`src/rtl/axi4_ram_arbiter.sv`:
```
// axi4_ram_arbiter
// Arbitrates between an instruction-fetch read port (if_*) and a load/store
// port (ls_*) in front of a single AXI4-lite-style RAM port (ram_*). Only one
// transaction is outstanding at a time.
//
// Ports:
//   clock, reset        - single rising-edge clock, synchronous active-low reset
//   if_ar*/if_r*        - fetch read request and response
//   ls_ar*/ls_r*        - load/store read request and response
//   ls_aw*/ls_w*/ls_b*  - load/store write address, data and completion pulse
//   ram_ar*/ram_rdata   - RAM read address channel and read data
//   ram_aw*/ram_w*/ram_bvalid - RAM write address, write data and response
module axi4_ram_arbiter #(
  parameter int ADDR_W = 32,
  parameter int DATA_W = 64
) (
  input  logic                clock,
  input  logic                reset,
  input  logic                if_arvalid,
  input  logic [ADDR_W-1:0]   if_araddr,
  output logic                if_arready,
  output logic                if_rvalid,
  output logic [DATA_W-1:0]   if_rdata,
  input  logic                ls_arvalid,
  input  logic [ADDR_W-1:0]   ls_araddr,
  output logic                ls_arready,
  output logic                ls_rvalid,
  output logic [DATA_W-1:0]   ls_rdata,
  input  logic                ls_awvalid,
  input  logic [ADDR_W-1:0]   ls_awaddr,
  output logic                ls_awready,
  input  logic                ls_wvalid,
  input  logic [DATA_W-1:0]   ls_wdata,
  input  logic [DATA_W/8-1:0] ls_wstrb,
  output logic                ls_wready,
  output logic                ls_bvalid,
  output logic                ram_arvalid,
  output logic [ADDR_W-1:0]   ram_araddr,
  input  logic                ram_arready,
  input  logic [DATA_W-1:0]   ram_rdata,
  output logic                ram_awvalid,
  output logic [ADDR_W-1:0]   ram_awaddr,
  input  logic                ram_awready,
  output logic                ram_wvalid,
  output logic [DATA_W-1:0]   ram_wdata,
  output logic [DATA_W/8-1:0] ram_wstrb,
  input  logic                ram_wready,
  input  logic                ram_bvalid
);

  typedef enum logic [2:0] {
    IDLE,
    RD,
    RDATA,
    WR,
    WRESP
  } state_t;

  localparam logic OWNER_IF = 1'b0;
  localparam logic OWNER_LS = 1'b1;

  state_t              state_q, state_d;
  logic                prio_ls_q, prio_ls_d;
  logic                owner_q, owner_d;
  logic [ADDR_W-1:0]   addr_q, addr_d;
  logic [DATA_W-1:0]   wdata_q, wdata_d;
  logic [DATA_W/8-1:0] wstrb_q, wstrb_d;
  logic                aw_pend_q, aw_pend_d;
  logic                w_pend_q, w_pend_d;
  logic                if_rvalid_q, if_rvalid_d;
  logic                ls_rvalid_q, ls_rvalid_d;
  logic                ls_bvalid_q, ls_bvalid_d;
  logic [DATA_W-1:0]   if_rdata_q, if_rdata_d;
  logic [DATA_W-1:0]   ls_rdata_q, ls_rdata_d;

  logic ls_wr_req;
  logic ls_req;
  logic grant_if;
  logic grant_ls_wr;
  logic grant_ls_rd;

  // Grant decision in IDLE. A write needs both address and data valid. The
  // readies are gated by reset so nothing looks accepted on a reset edge.
  // prio_ls_q set means LS was not granted last and now wins a tie with IF.
  always_comb begin
    ls_wr_req   = ls_awvalid && ls_wvalid;
    ls_req      = ls_wr_req || ls_arvalid;
    grant_if    = 1'b0;
    grant_ls_wr = 1'b0;
    grant_ls_rd = 1'b0;
    if (reset && (state_q == IDLE)) begin
      if (if_arvalid && (!ls_req || !prio_ls_q)) begin
        grant_if = 1'b1;
      end else if (ls_wr_req) begin
        grant_ls_wr = 1'b1;
      end else if (ls_arvalid) begin
        grant_ls_rd = 1'b1;
      end
    end
  end

  // Next-state and datapath update for the single outstanding transaction.
  always_comb begin
    state_d     = state_q;
    prio_ls_d   = prio_ls_q;
    owner_d     = owner_q;
    addr_d      = addr_q;
    wdata_d     = wdata_q;
    wstrb_d     = wstrb_q;
    aw_pend_d   = aw_pend_q;
    w_pend_d    = w_pend_q;
    if_rvalid_d = 1'b0;
    ls_rvalid_d = 1'b0;
    ls_bvalid_d = 1'b0;
    if_rdata_d  = if_rdata_q;
    ls_rdata_d  = ls_rdata_q;
    case (state_q)
      IDLE: begin
        if (grant_if) begin
          state_d   = RD;
          owner_d   = OWNER_IF;
          addr_d    = if_araddr;
          prio_ls_d = 1'b1;
        end else if (grant_ls_wr) begin
          state_d   = WR;
          owner_d   = OWNER_LS;
          addr_d    = ls_awaddr;
          wdata_d   = ls_wdata;
          wstrb_d   = ls_wstrb;
          aw_pend_d = 1'b1;
          w_pend_d  = 1'b1;
          prio_ls_d = 1'b0;
        end else if (grant_ls_rd) begin
          state_d   = RD;
          owner_d   = OWNER_LS;
          addr_d    = ls_araddr;
          prio_ls_d = 1'b0;
        end
      end
      RD: begin
        if (ram_arready) begin
          state_d = RDATA;
        end
      end
      RDATA: begin
        if (owner_q == OWNER_LS) begin
          ls_rdata_d  = ram_rdata;
          ls_rvalid_d = 1'b1;
        end else begin
          if_rdata_d  = ram_rdata;
          if_rvalid_d = 1'b1;
        end
        state_d = IDLE;
      end
      WR: begin
        // Address and data channels complete independently.
        aw_pend_d = aw_pend_q && !ram_awready;
        w_pend_d  = w_pend_q && !ram_wready;
        if (!aw_pend_d && !w_pend_d) begin
          state_d = WRESP;
        end
      end
      WRESP: begin
        if (ram_bvalid) begin
          ls_bvalid_d = 1'b1;
          state_d     = IDLE;
        end
      end
      default: begin
        state_d = IDLE;
      end
    endcase
  end

  // State register; a reset drops any transaction in flight without a response.
  always_ff @(posedge clock) begin
    if (!reset) begin
      state_q     <= IDLE;
      prio_ls_q   <= 1'b0;
      owner_q     <= OWNER_IF;
      addr_q      <= '0;
      wdata_q     <= '0;
      wstrb_q     <= '0;
      aw_pend_q   <= 1'b0;
      w_pend_q    <= 1'b0;
      if_rvalid_q <= 1'b0;
      ls_rvalid_q <= 1'b0;
      ls_bvalid_q <= 1'b0;
      if_rdata_q  <= '0;
      ls_rdata_q  <= '0;
    end else begin
      state_q     <= state_d;
      prio_ls_q   <= prio_ls_d;
      owner_q     <= owner_d;
      addr_q      <= addr_d;
      wdata_q     <= wdata_d;
      wstrb_q     <= wstrb_d;
      aw_pend_q   <= aw_pend_d;
      w_pend_q    <= w_pend_d;
      if_rvalid_q <= if_rvalid_d;
      ls_rvalid_q <= ls_rvalid_d;
      ls_bvalid_q <= ls_bvalid_d;
      if_rdata_q  <= if_rdata_d;
      ls_rdata_q  <= ls_rdata_d;
    end
  end

  assign if_arready  = grant_if;
  assign ls_arready  = grant_ls_rd;
  assign ls_awready  = grant_ls_wr;
  assign ls_wready   = grant_ls_wr;
  assign if_rvalid   = if_rvalid_q;
  assign ls_rvalid   = ls_rvalid_q;
  assign if_rdata    = if_rdata_q;
  assign ls_rdata    = ls_rdata_q;
  assign ls_bvalid   = ls_bvalid_q;

  assign ram_arvalid = (state_q == RD);
  assign ram_araddr  = addr_q;
  assign ram_awvalid = (state_q == WR) && aw_pend_q;
  assign ram_awaddr  = addr_q;
  assign ram_wvalid  = (state_q == WR) && w_pend_q;
  assign ram_wdata   = wdata_q;
  assign ram_wstrb   = wstrb_q;

endmodule

```
`config.mk`:
```
export PLATFORM = sky130hd
export DESIGN_NAME = axi4_ram_arbiter
export DESIGN_NICKNAME = d
export VERILOG_FILES = /design/src/rtl/axi4_ram_arbiter.sv
export SDC_FILE = /design/constraint.sdc
export NUM_CORES = 1
export LEC_CHECK = 0
export ABC_AREA = 1
export CAP_MARGIN = 10
export CORE_AREA = 2 2 202 204
export CTS_BUF_LIST = sky130_fd_sc_hd__clkbuf_4 sky130_fd_sc_hd__clkbuf_8
export DETAILED_ROUTE_END_ITERATION = 8
export DIE_AREA = 0 0 204 206
export PLACE_DENSITY = 0.57
export SKIP_LAST_GASP = 1
export SYNTH_ARGS = -nofsm -noshare
export SYNTH_HDL_FRONTEND = slang
export SYNTH_SLANG_ARGS = --single-unit
```
`constraint.sdc`:
```
create_clock -name clock -period 2.6 [get_ports clock]
set_input_delay 0.52 -clock clock [delete_from_list [all_inputs] [get_ports clock]]
set_output_delay 0.52 -clock clock [all_outputs]
set_load 0.005 [all_outputs]
```
**Word-level counts from Yosys, hierarchy flattened**

Cells that the tools add are included.

- Equality and inequality tests: 10
- Reduce and logical (&&, ||, !) cells: 27
- Bitwise operators: 2
- Muxes and demuxes: 32

Operators with widths:

| cell | count |
|---|---|
| $mux 32 | 3 |
| $mux 1 | 20 |
| $mux 3 | 6 |
| $pmux 3 s4 | 1 |
| $reduce_and 2->1 | 5 |
| $logic_and 1x1->1 | 8 |
| $ne 2x2->1 const B | 4 |
| $eq 3x2->1 const B | 2 |
| $logic_not 1->1 | 6 |
| $reduce_and 3->1 | 2 |
| $ne 4x4->1 const B | 1 |
| $pmux 1 s2 | 2 |
| $reduce_and 4->1 | 1 |
| $eq 3x1->1 const B | 1 |
| $eq 3x3->1 const B | 1 |
| $logic_not 3->1 | 1 |
| $reduce_bool 3->1 | 1 |
| $logic_or 1x1->1 | 2 |
| $ne 2x1->1 const B | 1 |
| $not 1->1 | 2 |
| $reduce_bool 2->1 | 1 |

- Register bits after elaboration: 242
- Input bits: 242
- Output and inout port bits: 274

**Depth between registers and ports, before layout**

- Word-level depth: 11
- Gate-level depth with buffers: 11
- Gate-level depth less buffers: 10

**Worst setup path after synthesis**

No wires, ideal clock.

- Path type: input to output
- Start: input ls_awvalid
- End: output ls_wready
- Arrival: 1509 ps
- Path buffers: 3
- Path slack: 571 ps
- Stages: 9
- Cells stage by stage: nand2_1 -> nand2_1 -> nand2_1 -> nand2_2 -> nand2_2 -> inv_2 -> buf_4 -> buf_4 -> buf_4

- Word-level cells in the longest chain between the ends: 7
- Elaborated cells between the ends (all ways): 8
- Classes of those cells: mux (3); reduce/logical (5)

RTL lines:

| item | RTL line | text |
|---|---|---|
| start: declaration | 29 | `input logic ls_awvalid,` |
| $logic_and 1x1->1 * | 86 | `ls_wr_req = ls_awvalid && ls_wvalid;` |
| $logic_or 1x1->1 | 87 | `ls_req = ls_wr_req \|\| ls_arvalid;` |
| $logic_not 1->1 | 92 | `if (if_arvalid && (!ls_req \|\| !prio_ls_q)) begin` |
| $logic_or 1x1->1 | 92 |  |
| $logic_and 1x1->1 | 92 |  |
| $mux 1 * | 92 |  |
| $mux 1 * | 91 | `if (reset && (state_q == IDLE)) begin` |
| end: declaration | 35 | `output logic ls_wready,` |

Mark *: on every way between the ends. The rest lies on a longest branch, timed or not.

**Final worst setup path**

- Start: input ls_awvalid
- End: output ls_arready

- Word-level cells in the longest chain between the ends: 7
- Elaborated cells between the ends (all ways): 8
- Classes of those cells: mux (3); reduce/logical (5)

RTL lines:

| item | RTL line | text |
|---|---|---|
| $logic_and 1x1->1 * | 86 |  |
| $logic_or 1x1->1 | 87 |  |
| $logic_not 1->1 | 92 |  |
| $logic_or 1x1->1 | 92 |  |
| $logic_and 1x1->1 | 92 |  |
| $mux 1 * | 92 |  |
| $mux 1 * | 91 |  |
| end: declaration | 26 | `output logic ls_arready,` |

Marked as above.

==> out/metrics.yaml <==
start_util_pct: 23.34
cts_hold_buffers: 0
worstHoldStart: "ram_wdata[50]$_SDFFE_PN0P_"
drv_cap: 0
synth_area_sq_um: 9380
cts_max_level: 2
synth-adder-area-share_pct: 0
grt_pass1_wl_mm: 54.47
placementRows: 74
leakage_nw: 6.119
cts_tree: "yes"
viasPerCell: 4.321
clk_pin_slew_ns: 0.06
fin_skew_ns: 0.02500
place_hpwl_mm: 25.81
synthSimpleGateAreaFrac_pct: 27.58
synth.ff_latch_count: 242
max-vdd-ir-drop_mv: 0.3665
setup_ws_ns: 0.05572
firstDrtPassIters: 4
cp-start-kind: "primary input"
die_w_microns: 204
reg2reg_to: "ram_wdata[20]$_SDFFE_PN0P_"
fmax_ghz: 0.3930
worst_pin_slew_ns: 0.8128
antenna_found_initial: 2
io_buffers: 515
drive_above_1_share_pct: 8.376
drt_iter0_drc: 381
yosys.area_share.xor_xnor_pct: 0
swShare_pct: 24.30
die-area_sq_um: 42020
clk_latency_ns: 0.59
fin_nets: 1979
clockBufferDepth: 3
syn_nets: 1511
layout.cells.non_filler: 2300
drc: 0
powerDensity_nw_per_um2: 584.1
arrival_ns: 2.02
synth_compound_area_share_pct: 13.14
cts_sinks: 242
synth_cells: 1269
mostFrequentLayoutCells: "clkdlybuf4s50_1, nor2_1, dfxtp_1, o21ai_0, nand2_1"
layout_commonest_cell: "clkdlybuf4s50_1"
status: "finished, final reports clean"
p_seq_share_pct: 42.7
ant_nets: 0
holdPathEnd: "ram_wdata[50]$_SDFFE_PN0P_"
setup_viol: 0
r2r_slack_ns: 0.70
clkPwrFrac_pct: 42.8
p_sw_w: 0.002245
finalHoldViolations: 0
grt_max_degree: 205
pre_cts_slack_ns: -0.04427
fin_crit_sh_pct: 97.86
crit_fanout: 2
grt_usage_pct: 16.71
required_ns: 2.08
grt_remaining_overflow: 0
p_comb_share_pct: 14.5
slew_violations: 0
area_growth_pct: 68.60
gp_congestion: 0.8246
coreArea_sq_um: 40180
ys_warn_count: 0
routed-via-count: 9939
ff2ff_path_depth: 9
synth_mux_area_share_pct: 0
root_buffer: "clkbuf_8"
endpoint_kind: "output port"
hold_path_depth: 2
cts_buffers: 44
avgRoutedWirePerCell_microns: 16.07
reg2reg_from: "state_q[1]$_SDFFE_PN0P_"
synth_top_family_by_area: "simple AND/OR/NAND/NOR gates"
totalWireLength_mm: 36.96
p_int_w: 0.006993
crit_type: "primary input to output port"
place_inst: 2221
max_slew_margin_pct: 45.81
grt_pass1_vias: 9430
syn_avg_cell_area_sq_um: 7.392
die_h_microns: 206
rsz0062_at_grt: "yes"
min-delay-path-class: "flip-flop to flip-flop"
min_period_ns: 2.544
ys_types: 24
ys_seq_area_share_pct: 51.65
ios: 516
flip-flops by register name, summed over array words and instances (netlist names):
signal and flops:
aw_pend_q 1, w_pend_q 1, ls_rvalid 1, ls_rdata 64, ram_araddr 32, if_rdata 64, if_rvalid 1, prio_ls_q 1
ram_wdata 64, ls_bvalid 1, state_q 3, owner_q 1, ram_wstrb 8
worst max path at each step:
stage	from	end	depth (start not counted)
2_1_floorplan	ls_awvalid	ls_wready	9
6_report	ls_awvalid	ls_arready	6
3_3_place_gp	ls_awvalid	ls_awready	7
3_5_place_dp	ls_awvalid	ls_awready	7
5_1_grt	state_q[1]$_SDFFE_PN0P_	ls_arready	4
4_1_cts	state_q[1]$_SDFFE_PN0P_	ls_arready	4
cell usage after synthesis (all sizes together):
library cell	n	share of area (%)
nand2	139	5.6
o21ai	205	11
a21oi	38	2.0
nand4	2	0.13
nor2	413	17
or2	25	1.7
dfxtp	242	52
o22ai	1	0.067
clkbuf	53	2.1
nor4	1	0.067
buf	66	4.6
nand3	59	3.3
inv	22	0.88
a31oi	1	0.067
nor3	2	0.11
through the flow:
step	setup TNS, ns	instance area [sq um]	util [%]	hold WS [ns]	total power (W)
3_3_place_gp	-0.1075	14810	36.86	0.4613	0.005360
6_report	0	15820	39.36	0.4791	0.009238
3_5_place_dp	-0.08430	14810	36.86	0.4722	0.005371
4_1_cts	0	15800	39.33	0.4631	0.009407
5_1_grt	-0.1386	15820	39.36	0.4962	0.009698
2_1_floorplan	0	9380	-	0.4532	0.004520
power by group through the flow:
stage / clock network, W / registers (W) / logic [W]
3_5_place_dp: 0 / 0.00403 / 0.00134
5_1_grt: 0.00426 / 0.00396 / 0.00147
4_1_cts: 0.00410 / 0.00395 / 0.00136
3_3_place_gp: 0 / 0.00403 / 0.00133
2_1_floorplan: 0 / 0.00402 / 0.000497
6_report: 0.00395 / 0.00395 / 0.00134
kinds of logic (layout without fill, tap and decap cells):
kind of cell | after synthesis | in the layout
simple gates | 641 | 641
buf+inv | 141 | 639
flops | 242 | 242
other cells | 0 | 1
compound gates | 245 | 245
layout make-up:
type	count	area [sq um]
clock buffers	70	882.1
repair buffers	541	5401
diodes	1	2.502
well taps	532	665.6
fillers	4164	24370
multi-input cells	886	3842
inverters	22	90.09
clock inverters	6	83.83
flip-flops and latches	242	4847
per-layer routing:
metal	track usage [%]	part of all wire, %	vias to the layer above
met5	0	0.035	-
met4	5.254	2.1	2
met3	7.600	11	54
met2	28.81	49	394
met1	18.31	39	4517
li1	-	-	4972
critical path: stages:
cell and delay, ns:
clkdlybuf4s50_1 0.40, nand2_1 0.08, buf_4 0.13, inv_1 0.05, nor4_1 0.29, clkdlybuf4s50_1 0.56
repair_timing:
action	4_1_cts	5_1_grt
gates resized for setup	7	3
endpoints found under the setup margin	5	5
buffers inserted	2	0
pin swaps	2	1
(Power assumes the default switching activity.)
